File: src/rtl/riscvx_pkg.sv
// Shared definitions for the pipeline control slice: controller states,
// forwarding-select codes and the default data-memory timeout.
package riscvx_pkg;

  typedef enum logic [1:0] {
    ST_RUN  = 2'd0,
    ST_WAIT = 2'd1,
    ST_ERR  = 2'd2
  } ctrl_state_t;

  typedef enum logic [1:0] {
    FWD_RF  = 2'b00,
    FWD_WB  = 2'b01,
    FWD_MEM = 2'b10
  } fwd_sel_t;

  localparam int unsigned MEM_TIMEOUT_DEFAULT = 255;

  // Wait counter must hold MEM_TIMEOUT and is never narrower than 8 bits.
  function automatic int unsigned wait_cnt_width(input int unsigned timeout);
    int unsigned w;
    w = $clog2(timeout + 1);
    return (w < 8) ? 8 : w;
  endfunction

endpackage

File: src/rtl/fwd_unit.sv
// Operand forwarding select for one EX source register; MEM beats WB, x0 never forwards.
module fwd_unit
  import riscvx_pkg::*;
(
  input  logic [4:0] rs,
  input  logic       regwrite_MEM,
  input  logic       memread_MEM,
  input  logic [4:0] rd_MEM,
  input  logic       regwrite_WB,
  input  logic [4:0] rd_WB,
  output logic [1:0] sel
);

  always_comb begin
    sel = FWD_RF;
    if (regwrite_MEM && !memread_MEM && (rd_MEM != '0) && (rd_MEM == rs))
      sel = FWD_MEM;
    else if (regwrite_WB && (rd_WB != '0) && (rd_WB == rs))
      sel = FWD_WB;
  end

endmodule

File: src/rtl/pipeline_ctrl.sv
// Pipeline hazard controller: data-memory wait/timeout FSM, load-use and branch
// hazards, operand forwarding and a saturating stall-cycle counter.
module pipeline_ctrl
  import riscvx_pkg::*;
#(
  parameter int unsigned MEM_TIMEOUT = MEM_TIMEOUT_DEFAULT
) (
  input  logic        clk,
  input  logic        reset,
  input  logic [4:0]  rs1_ID,
  input  logic [4:0]  rs2_ID,
  input  logic [4:0]  rs1_EX,
  input  logic [4:0]  rs2_EX,
  input  logic        memread_EX,
  input  logic [4:0]  rd_EX,
  input  logic        branch_taken_EX,
  input  logic        regwrite_MEM,
  input  logic        memread_MEM,
  input  logic [4:0]  rd_MEM,
  input  logic        dmem_req_MEM,
  input  logic        dmem_ready,
  input  logic        regwrite_WB,
  input  logic [4:0]  rd_WB,
  output logic        stall_IF,
  output logic        stall_ID,
  output logic        stall_EX,
  output logic        stall_MEM,
  output logic        flush_ID,
  output logic        flush_EX,
  output logic        flush_WB,
  output logic [1:0]  fwdA_sel,
  output logic [1:0]  fwdB_sel,
  output logic        err,
  output logic [31:0] stall_cycles
);

  localparam int unsigned CW = wait_cnt_width(MEM_TIMEOUT);
  localparam logic [CW-1:0] WAIT_LAST = CW'(MEM_TIMEOUT - 1);

  ctrl_state_t   state;
  logic [CW-1:0] wait_cnt;
  logic          lu_done;
  logic          in_err, mstall, hold, lu_cond, lu_stall;
  logic [1:0]    fwd_a, fwd_b;

  assign in_err  = (state == ST_ERR);
  assign mstall  = dmem_req_MEM && !dmem_ready && !in_err;
  assign hold    = in_err || mstall;
  assign lu_cond = memread_EX && (rd_EX != '0) &&
                   ((rd_EX == rs1_ID) || (rd_EX == rs2_ID));
  // lu_done makes a persisting load-use condition cost only one bubble;
  // a deferred or branch-suppressed hazard leaves it clear so it re-fires later.
  assign lu_stall = lu_cond && !lu_done && !hold && !branch_taken_EX;

  always_comb begin
    stall_IF  = 1'b0;
    stall_ID  = 1'b0;
    stall_EX  = 1'b0;
    stall_MEM = 1'b0;
    flush_ID  = 1'b0;
    flush_EX  = 1'b0;
    flush_WB  = 1'b0;
    fwdA_sel  = fwd_a;
    fwdB_sel  = fwd_b;
    if (reset) begin
      flush_ID = 1'b1;
      flush_EX = 1'b1;
      flush_WB = 1'b1;
      fwdA_sel = FWD_RF;
      fwdB_sel = FWD_RF;
    end else if (hold) begin
      stall_IF  = 1'b1;
      stall_ID  = 1'b1;
      stall_EX  = 1'b1;
      stall_MEM = 1'b1;
      flush_WB  = 1'b1;
    end else if (branch_taken_EX) begin
      flush_ID = 1'b1;
      flush_EX = 1'b1;
    end else if (lu_stall) begin
      stall_IF = 1'b1;
      stall_ID = 1'b1;
      flush_EX = 1'b1;
    end
  end

  always_ff @(posedge clk) begin
    if (reset) begin
      state        <= ST_RUN;
      wait_cnt     <= '0;
      err          <= 1'b0;
      stall_cycles <= '0;
      lu_done      <= 1'b0;
    end else begin
      lu_done <= lu_cond && (lu_done || lu_stall);
      if (stall_IF && (stall_cycles != '1))
        stall_cycles <= stall_cycles + 32'd1;
      case (state)
        ST_RUN: begin
          if (dmem_req_MEM && !dmem_ready) begin
            state    <= ST_WAIT;
            wait_cnt <= '0;
          end
        end
        ST_WAIT: begin
          wait_cnt <= wait_cnt + 1'b1;
          if (dmem_ready) begin
            state <= ST_RUN;
          end else if (wait_cnt == WAIT_LAST) begin
            state <= ST_ERR;
            err   <= 1'b1;
          end
        end
        ST_ERR: state <= ST_ERR;
        default: state <= ST_RUN;
      endcase
    end
  end

  fwd_unit u_fwd_a (
    .rs           (rs1_EX),
    .regwrite_MEM (regwrite_MEM),
    .memread_MEM  (memread_MEM),
    .rd_MEM       (rd_MEM),
    .regwrite_WB  (regwrite_WB),
    .rd_WB        (rd_WB),
    .sel          (fwd_a)
  );

  fwd_unit u_fwd_b (
    .rs           (rs2_EX),
    .regwrite_MEM (regwrite_MEM),
    .memread_MEM  (memread_MEM),
    .rd_MEM       (rd_MEM),
    .regwrite_WB  (regwrite_WB),
    .rd_WB        (rd_WB),
    .sel          (fwd_b)
  );

endmodule

File: config.mk
export PLATFORM = sky130hd
export DESIGN_NAME = pipeline_ctrl
export DESIGN_NICKNAME = d
export VERILOG_FILES = /design/src/rtl/riscvx_pkg.sv /design/src/rtl/fwd_unit.sv /design/src/rtl/pipeline_ctrl.sv
export SDC_FILE = /design/constraint.sdc
export NUM_CORES = 1
export LEC_CHECK = 0
export BUFFER_PORTS_ARGS = -buffer_cell sky130_fd_sc_hd__buf_2
export CAP_MARGIN = 20
export CORE_ASPECT_RATIO = 1.4
export CORE_MARGIN = 4
export CORE_UTILIZATION = 48
export CTS_BUF_LIST = sky130_fd_sc_hd__clkbuf_2 sky130_fd_sc_hd__clkbuf_4 sky130_fd_sc_hd__clkbuf_8
export CTS_CLUSTER_DIAMETER = 200
export CTS_CLUSTER_SIZE = 28
export DETAILED_ROUTE_END_ITERATION = 7
export HOLD_SLACK_MARGIN = 0.02
export PLACE_DENSITY = 0.79
export SETUP_SLACK_MARGIN = 0.15
export SLEW_MARGIN = 15
export SYNTH_ARGS = -nofsm -noshare
export SYNTH_HDL_FRONTEND = slang
export SYNTH_SLANG_ARGS = --single-unit
File: constraint.sdc
create_clock -name clk -period 2.2 [get_ports clk]
set_input_delay 0.22 -clock clk [delete_from_list [all_inputs] [get_ports clk]]
set_output_delay 0.22 -clock clk [all_outputs]
set_load 0.1 [all_outputs]
; ---- Yosys cells after proc, flatten, opt, wreduce, memory -nomap -nowiden
; Index checks and enable logic that the tools add are counted.
[totals]
wordCells = 78
ff_bits = 44
[op_classes]
n_bitwise = 1
eq_ne = 12
addsub = 2
reduce_logical = 33
mux = 25
[ops]
columns = operator, n
row1 = $add 32x1->32 const B, 1
row2 = $ne 32x32->1 const B, 1
row3 = $eq 5x5->1, 6
row4 = $logic_and 1x1->1, 16
row5 = $pmux 8 s2, 1
row6 = $mux 1, 15
row7 = $reduce_bool 5->1, 3
row8 = $mux 2, 7
row9 = $add 8x1->8 const B, 1
row10 = $eq 8x8->1 const B, 1
row11 = $mux 8, 1
row12 = $logic_not 1->1, 6
row13 = $pmux 2 s3, 1
row14 = $reduce_and 2->1, 2
row15 = $logic_or 1x1->1, 3
row16 = $ne 3x3->1 const B, 1
row17 = $reduce_and 3->1, 1
row18 = $eq 2x1->1 const B, 1
row19 = $eq 2x2->1 const B, 1
row20 = $logic_not 2->1, 1
row21 = $ne 2x2->1 const B, 1
row22 = $reduce_bool 2->1, 1
row23 = $not 1->1, 1

; ---- Depth between registers and ports, before layout
; Gate-level depths: netlist (run 1).
[logic_depth]
depth_word = 12
mapped_depth = 10

; ---- Modules after synthesis
; A second synthesis (run 1) with hierarchy kept.
[hier_totals]
hier_cells = 342
area_unflattened_um2 = 2879.0
[by_module_without_submodules]
columns = module, cells_per_inst, instances, area_per_inst_um2, seq_area_each_um2
row1 = pipeline_ctrl, 300, 1, 2556.2, 880.8
row2 = fwd_unit, 21, 2, 161.4, 0.0

; ---- Worst setup path after synthesis (run 1)
; No wires, ideal clock.
[synth_timing]
path_kind = input to output
startpoint = input port reset
endpoint = output port fwdA_sel[1]
path_buffers = 2
cell_stages = 3
setup_slack_ns = -1.545
t_arrival_ns = 3.525
required_ns = 1.980
path_cell_list = clkbuf_1 > clkbuf_1 > nor4_1
[synth_via]
elab_chain_len = 1
[synth_lines]
columns = item, line_no
row1 = from (decl), pipeline_ctrl.sv:9  ; input logic reset,
row2 = $mux 2, pipeline_ctrl.sv:65  ; if (reset) begin
row3 = to (decl), pipeline_ctrl.sv:31  ; output logic [1:0] fwdA_sel,
; Every way passes these cells.

; ---- Final worst setup path (run 1)
[layout_timing]
startpoint = register stall_cycles[26]
endpoint = register stall_cycles[27]
[layout_via]
elab_chain_len = 2
word_cells_on_any_way = 3
classes_between = add/sub (1) / eq/ne (1) / reduce/logical (1)
[layout_lines]
columns = item, line_no
row1 = from (decl), pipeline_ctrl.sv:34  ; output logic [31:0] stall_cycles
row2 = from (signal assigned), pipeline_ctrl.sv:97  ; stall_cycles <= stall_cycles + 32'd1;
row3 = "parallel branches: the longest is 2 deep, another holds $add 32x1->32", n/a
; Parallel ways; which one is timed is not known.
; A chain may end at the register's enable or synchronous reset.

==> implementation parameters, run 1 <==
Parameter                              Value

Outcome
  Run status    finished clean

Logic synthesis
  Register bit total from synthesis    44
  Synth Flop Type    dfxtp_1
  Cell variety after synth    48
  Sequential element share of the synthesized area    0.327
  Synthesized area per cell    7.95 sq um
  Number of nets produced by synthesis    386
  Cell count after synthesis    339
  Synth Warn #    0
  EDFF count, synth    0
  Proportion of synthesized flip-flops having asynchronous set or reset    0
  Cell area after synthesis    2700 sq um

Detailed routing
  Router iterations before antenna repair    4
  Via/cell ratio    5.92
  Initial drt markers    219
  Count of vias placed by the detailed router    3,030
  Wire length after detailed routing    7.92 mm
  Wirelength per Cell    15.5 um
  Final antenna-violating net count    0
  Detailed-route DRC error count    0

STA
  Count of endpoints failing setup in the final report    0
  Remaining max-slew budget at the tightest pin    0.670
  Final min period    2.14 ns
  Worst Tran Pin Value    0.499 ns
  FMAX    0.468 GHz
  Hold slack    0.192 ns
  Clock skew after layout    0.0117 ns
  Unrepaired setup endpoints after global routing    yes
  Post-route fraction of the period consumed by the critical path    0.972
  Summed negative setup slack over all endpoints    0 ns
  Hold Fails Final Rpt    0
  Least setup slack across all paths after layout    0.0618 ns
  Number of max-slew violations in the final report    0

Setup path
  Required time reported for the critical path endpoint    2.39 ns
  Setup Crit Path Kind    flop to flop
  Maximum single-stage delay on the critical path    0.58 ns
  Data arrival time of the worst path    2.33 ns
  Endpoint type of the worst setup path    flop
  Worst path cell trace    nand4_1 > nor3_1 > or4bb_4 > nand3_4 > buf_8 > nor4_2 > mux2_2
  Cell type of the slowest stage on the worst timing path    or4bb_4
  Worst-path fanout max    7
  Nature of the critical path startpoint    flop

Clocking
  TritonCTS Sinks    44
  TritonCTS clock tree    built
  Clock Path Buffers    2
  Clock latency of the later-clocked register in the worst-skew pair    0.30 ns
  Number of clock buffers inserted by TritonCTS    5
  Clock root buffer    clkbuf_8
  H-tree level count    2
  Post-CTS clock slew at the launch and capture registers of the worst setup and hold paths    0.09 ns
  Number of buffers inserted for hold repair after clock tree synthesis    0

Finish
  Proportion of layout cells with a drive suffix above 1    0.430
  Final antenna diode count    0
  Highest-count cells in the layout ignoring fill and taps    buf_2, nand2_1, a21oi_1, nor2_1, buf_4
  Post-synthesis to final-layout area growth    42.4%
  Total Nets Final    490
  Most common library cell in the layout ignoring fill and taps    buf_2

Floorplanning
  Die height    96.7 um
  Floorplan row count    32
  Boundary pin count    88
  Die area    6900 sq um
  Core ar.    5490 sq um
  Die outline width    71.3 um
  Initial Utilization    0.492

Pwr
  Power density normalized to cell area    461 nW/um^2
  Static leakage power    1.46 nW
  Worst ir drop on vdd    0.000327 V
  Total power after layout    1.77 mW

Global route
  First-pass GRT wire length    12.6 mm
  Overflow left after global routing    0
  Initial antenna violation count    0
  Global Route Usage Sum    0.217
  Largest net degree at the start of global routing    39
  Via count of the first global-routing pass    2,884

Placement
  Placement-stage worst setup slack    0.0535 ns
  Detailed placer's ending HPWL    5.56 mm
  Count of input and output buffers    87
  Placer's final routability congestion estimate    0.826

Job
  Maximum Capacitance Violations    0

Min path
  Worst hold-check path type    input pin to flop
-- worst paths after layout --
| kind | start | end | slack, ns | cells after the start |
|---|---|---|---|---|
| worst max register to register | stall_cycles[26] | stall_cycles[27] | 0.06 | 7 |
| worst min-delay path | reset | stall_cycles[26] | 0.19 | 2 |
| worst min register to register | err | err | 0.46 | 2 |
| worst max-delay path | stall_cycles[26] | stall_cycles[27] | 0.06 | 7 |
-- power breakdown --
group | internal [mW] | leakage (nW) | switching (mW)
Clock | 0.401 | 0.0645 | 0.279
Sequential | 0.782 | 0.376 | 0.00415
Combinational | 0.118 | 1.02 | 0.185
-- layer usage --
metal | share of wire | global-route usage | up-vias
li1 | - | - | 1472
met1 | 0.39 | 0.245 | 1469
met2 | 0.55 | 0.394 | 69
met3 | 0.042 | 0.0426 | 20
met4 | 0.026 | 0.0767 | 0
met5 | 0 | 0 | -
-- per-stage QoR --
stage | util | cell area [sq um] | std cells
6_report | 0.700 | 3840 | 512
5_1_grt | 0.700 | 3840 | 512
4_1_cts | 0.677 | 3720 | 502
3_5_place_dp | 0.635 | 3480 | 487
3_3_place_gp | 0.635 | 3480 | 487
2_1_floorplan | - | 2940 | 339
-- cells in the mapped netlist (all sizes together), types with 4 or more instances --
library cell	number	area, sq um
o21a	4	30.0
or4	20	150
mux2	4	45.0
buf	7	48.8
inv	9	33.8
a31oi	4	25.0
nand4	9	71.3
o31ai	20	150
xor2	11	96.3
nand2	33	124
or3	9	61.3
nor2	26	97.6
a21oi	28	140
o21ai	8	40.0
nor3	9	45.0
nand3	20	100
nor4	7	50.1
xnor2	20	175
dfxtp	44	881
clkbuf	11	41.3
-- cells by family (layout without fill, tap and decap cells) --
family | count (synthesis) | after routing | share of synthesized area
buffers and inverters | 28 | 132 | 0.0473
XOR/XNOR | 31 | 31 | 0.101
flip-flops | 44 | 44 | 0.327
adder cells (fa/ha/maj) | 3 | 3 | 0.0139
AO/OA/AOI/OAI | 80 | 80 | 0.193
AND/OR/NAND/NOR | 148 | 149 | 0.298
multiplexers | 5 | 5 | 0.0204
-- sequential cells by signal, summed over array words and instances (netlist names) --
signal        count
wait_cnt          8
err               1
stall_cycles     32
state             2
lu_done           1
-- critical path, delay by kind of cell (launching register included) --
family                 cells  cell delay, ns
AND/OR/NAND/NOR            5            1.21
multiplexers               1            0.26
flip-flops                 1            0.40
buffers and inverters      1            0.15
-- layout make-up --
type                            instances  area (sq um)
Sequential cell                        44           958
Timing Repair Buffer                  114           771
Clock inverter                          1          30.0
Inverter                               10          45.0
Multi-Input combinational cell        268          1850
Tap cell                               68          85.1
Fill cell                             440          1650
Clock buffer                            7          96.3
-- what timing repair did --
action,4_1_cts,5_1_grt
gates cloned,2,0
resized for setup,6,14
endpoints found under the setup margin,12,32
setup buffers,5,10
pin swaps,2,9
No activity file was read; power rests on OpenSTA's default activity.
==> run 2: changes to the inputs <==
--- a/config.mk
+++ b/config.mk
@@ -8,7 +8,6 @@
 export BUFFER_PORTS_ARGS = -buffer_cell sky130_fd_sc_hd__buf_2
 export CAP_MARGIN = 20
 export CORE_ASPECT_RATIO = 1.4
-export CORE_MARGIN = 4
 export CORE_UTILIZATION = 48
 export CTS_BUF_LIST = sky130_fd_sc_hd__clkbuf_2 sky130_fd_sc_hd__clkbuf_4 sky130_fd_sc_hd__clkbuf_8
 export CTS_CLUSTER_DIAMETER = 200
==> implementation parameters, run 2 (synthesized netlist as in run 1, its figures left out) <==
Parameter                              Value

Floorplanning
  Boundary pin count    88 (unchanged)
  Die area    5930 sq um (was 6900 sq um)
  Die outline width    65.3 um (was 71.3 um)
  Die height    90.7 um (was 96.7 um)
  Floorplan row count    31 (was 32)
  Core ar.    5280 sq um (was 5490 sq um)
  Initial Utilization    0.511 (was 0.492)

Job
  Maximum Capacitance Violations    0 (unchanged)

Global route
  Global Route Usage Sum    0.263 (was 0.217)
  Initial antenna violation count    0 (unchanged)
  Largest net degree at the start of global routing    35 (was 39)
  Overflow left after global routing    0 (unchanged)
  Via count of the first global-routing pass    2,873 (was 2,884)
  First-pass GRT wire length    12.5 mm (was 12.6 mm)

Pwr
  Static leakage power    1.54 nW (was 1.46 nW)
  Power density normalized to cell area    418 nW/um^2 (was 461 nW/um^2)
  Seq pwr share    0.474 (was 0.444)
  Worst ir drop on vdd    0.000361 V (was 0.000327 V)
  Logic pwr share    0.195 (was 0.172)
  Switching power    478 uW (was 468 uW)
  Clock power share    0.331 (was 0.384)
  Switching portion of total power    0.288 (was 0.264)
  Design internal power    1.18 mW (was 1.30 mW)
  Total power after layout    1.66 mW (was 1.77 mW)

Clocking
  TritonCTS Sinks    44 (unchanged)
  Clock root buffer    clkbuf_8 (unchanged)
  H-tree level count    2 (unchanged)
  Clock Path Buffers    2 (unchanged)
  Post-CTS clock slew at the launch and capture registers of the worst setup and hold paths    0.09 ns (about the same)
  Number of clock buffers inserted by TritonCTS    5 (unchanged)
  Clock latency of the later-clocked register in the worst-skew pair    0.31 ns (was 0.30 ns)
  TritonCTS clock tree    built (unchanged)

STA
  FMAX    0.458 GHz (was 0.468 GHz)
  Post-route fraction of the period consumed by the critical path    0.993 (was 0.972)
  Number of max-slew violations in the final report    0 (unchanged)
  Hold Fails Final Rpt    0 (unchanged)
  Unrepaired setup endpoints after global routing    yes (unchanged)
  Final min period    2.18 ns (was 2.14 ns)
  Count of endpoints failing setup in the final report    0 (unchanged)
  Remaining max-slew budget at the tightest pin    0.604 (was 0.670)
  Clock skew after layout    0.0157 ns (was 0.0117 ns)
  Worst Tran Pin Value    0.589 ns (was 0.499 ns)
  Hold slack    0.219 ns (was 0.192 ns)
  Summed negative setup slack over all endpoints    0 ns (unchanged)

Setup path
  Endpoint type of the worst setup path    flop (unchanged)
  Depth of the worst register-to-register path    9 (was 7)
  Worst path cell trace    nand4_1 > buf_4 > nor4_4 > or4bb_4 > nand3_4 > buf_12 > buf_6 > o31ai_2 > a21oi_1 (was nand4_1 > nor3_1 > or4bb_4 > nand3_4 > buf_8 > nor4_2 > mux2_2)
  Required time reported for the critical path endpoint    2.42 ns (was 2.39 ns)
  Maximum single-stage delay on the critical path    0.52 ns (was 0.58 ns)
  Cell type of the slowest stage on the worst timing path    or4bb_4 (unchanged)
  Worst-path fanout max    6 (was 7)
  Setup Crit Path Kind    flop to flop (unchanged)
  Data arrival time of the worst path    2.40 ns (was 2.33 ns)
  Nature of the critical path startpoint    flop (unchanged)

Detailed routing
  Met3 layer wire length in the routed design    504 um (was 332 um)
  Count of vias placed by the detailed router    3,160 (was 3,030)
  Detailed-route DRC error count    0 (unchanged)
  Initial drt markers    326 (was 219)
  Routed length on met2    4.56 mm (was 4.33 mm)
  Wire length after detailed routing    8.46 mm (was 7.92 mm)
  Final antenna-violating net count    0 (unchanged)
  Highest metal layer with signal wires    met4 (unchanged)
  Wirelength per Cell    16.3 um (was 15.5 um)
  Router iterations before antenna repair    6 (was 4)
  Via/cell ratio    6.09 (was 5.92)
  M1 WL    3.13 mm (was 3.05 mm)

Min path
  Worst hold path depth    4 (was 2)
  Worst hold-check path type    input pin to flop (unchanged)

Placement
  Placed instance area    3490 sq um (was 3480 sq um)
  Placer's final routability congestion estimate    0.915 (was 0.826)
  Detailed placer's ending HPWL    5.46 mm (was 5.56 mm)
  Count of input and output buffers    87 (unchanged)

Finish
  Post-synthesis to final-layout area growth    47.3% (was 42.4%)
  Multi-input combinational cell area    1910 sq um (was 1850 sq um)
  Final antenna diode count    0 (unchanged)
  Total Nets Final    499 (was 490)
  Largest registers    stall_cycles (32), wait_cnt (8), state (2) (unchanged)
  Flip-flop count of the largest register, all copies and words added    32 (unchanged)
  Highest-count cells in the layout ignoring fill and taps    buf_2, nand2_1, buf_4, nor2_1, a21oi_1 (was buf_2, nand2_1, a21oi_1, nor2_1, buf_4)
  Filler instances    380 (was 440)
  Sequential standard cell area    957 sq um (was 958 sq um)
  Proportion of layout cells with a drive suffix above 1    0.457 (was 0.430)
  Largest register by flop count    stall_cycles (unchanged)
  Most common library cell in the layout ignoring fill and taps    buf_2 (unchanged)
  Post-route cell area    3970 sq um (was 3840 sq um)

Outcome
  Run status    finished clean (unchanged)
-- run 2: through the flow --
stage                util  std cells  setup slack (ns)
finish              0.753        519            0.0154
global route        0.753        519           -0.0389
CTS                 0.699        501             0.124
detailed placement  0.662        486            0.0277
global placement    0.662        486            0.0992
floorplan               -        339            -0.393
-- run 2: worst paths after layout --
path | slack [ns] | start | endpoint
setup / recovery | 0.02 | stall_cycles[19] | stall_cycles[25]
hold / removal | 0.22 | dmem_ready | state[0]
setup reg to reg | 0.02 | stall_cycles[19] | stall_cycles[25]
hold reg to reg | 0.46 | err | err
-- run 2: final cells by class --
type | count | share of cell area
inverter | 10 | 0.0113
tap | 66 | 0.0208
clock inverter | 1 | 0.00189
multi-input combinational | 268 | 0.481
sequential | 44 | 0.241
timing repair buffer | 123 | 0.221
clock buffer | 7 | 0.0227
-- run 2: what timing repair did --
action / 4_1_cts / 5_1_grt
endpoints found under the setup margin: 18 / 32
buffers inserted: 6 / 15
pin swaps: 7 / 20
gates cloned: 1 / 3
gates resized for setup: 9 / 30
hold buffers: 0 / 0
-- run 2: metal layers --
| layer | track usage | vias to the layer above |
|---|---|---|
| li1 | - | 1488 |
| met1 | 0.273 | 1479 |
| met2 | 0.497 | 154 |
| met3 | 0.0543 | 39 |
| met4 | 0.0942 | 0 |
| met5 | 0 | - |
-- run 2: power groups by stage --
stage          Clock, mW  Combinational [mW]  Sequential (mW)
6_report           0.550               0.324            0.786
4_1_cts            0.556               0.293            0.786
5_1_grt            0.587               0.344            0.787
3_3_place_gp           0               0.282            0.805
2_1_floorplan          0               0.186            0.811
3_5_place_dp           0               0.289            0.805
-- run 2: critical path, delay by kind of cell, from the launching register on --
family,cells,cell delay (ns)
flops,1,0.39
buf+inv,3,0.45
simple gates,4,0.97
compound gates,2,0.29
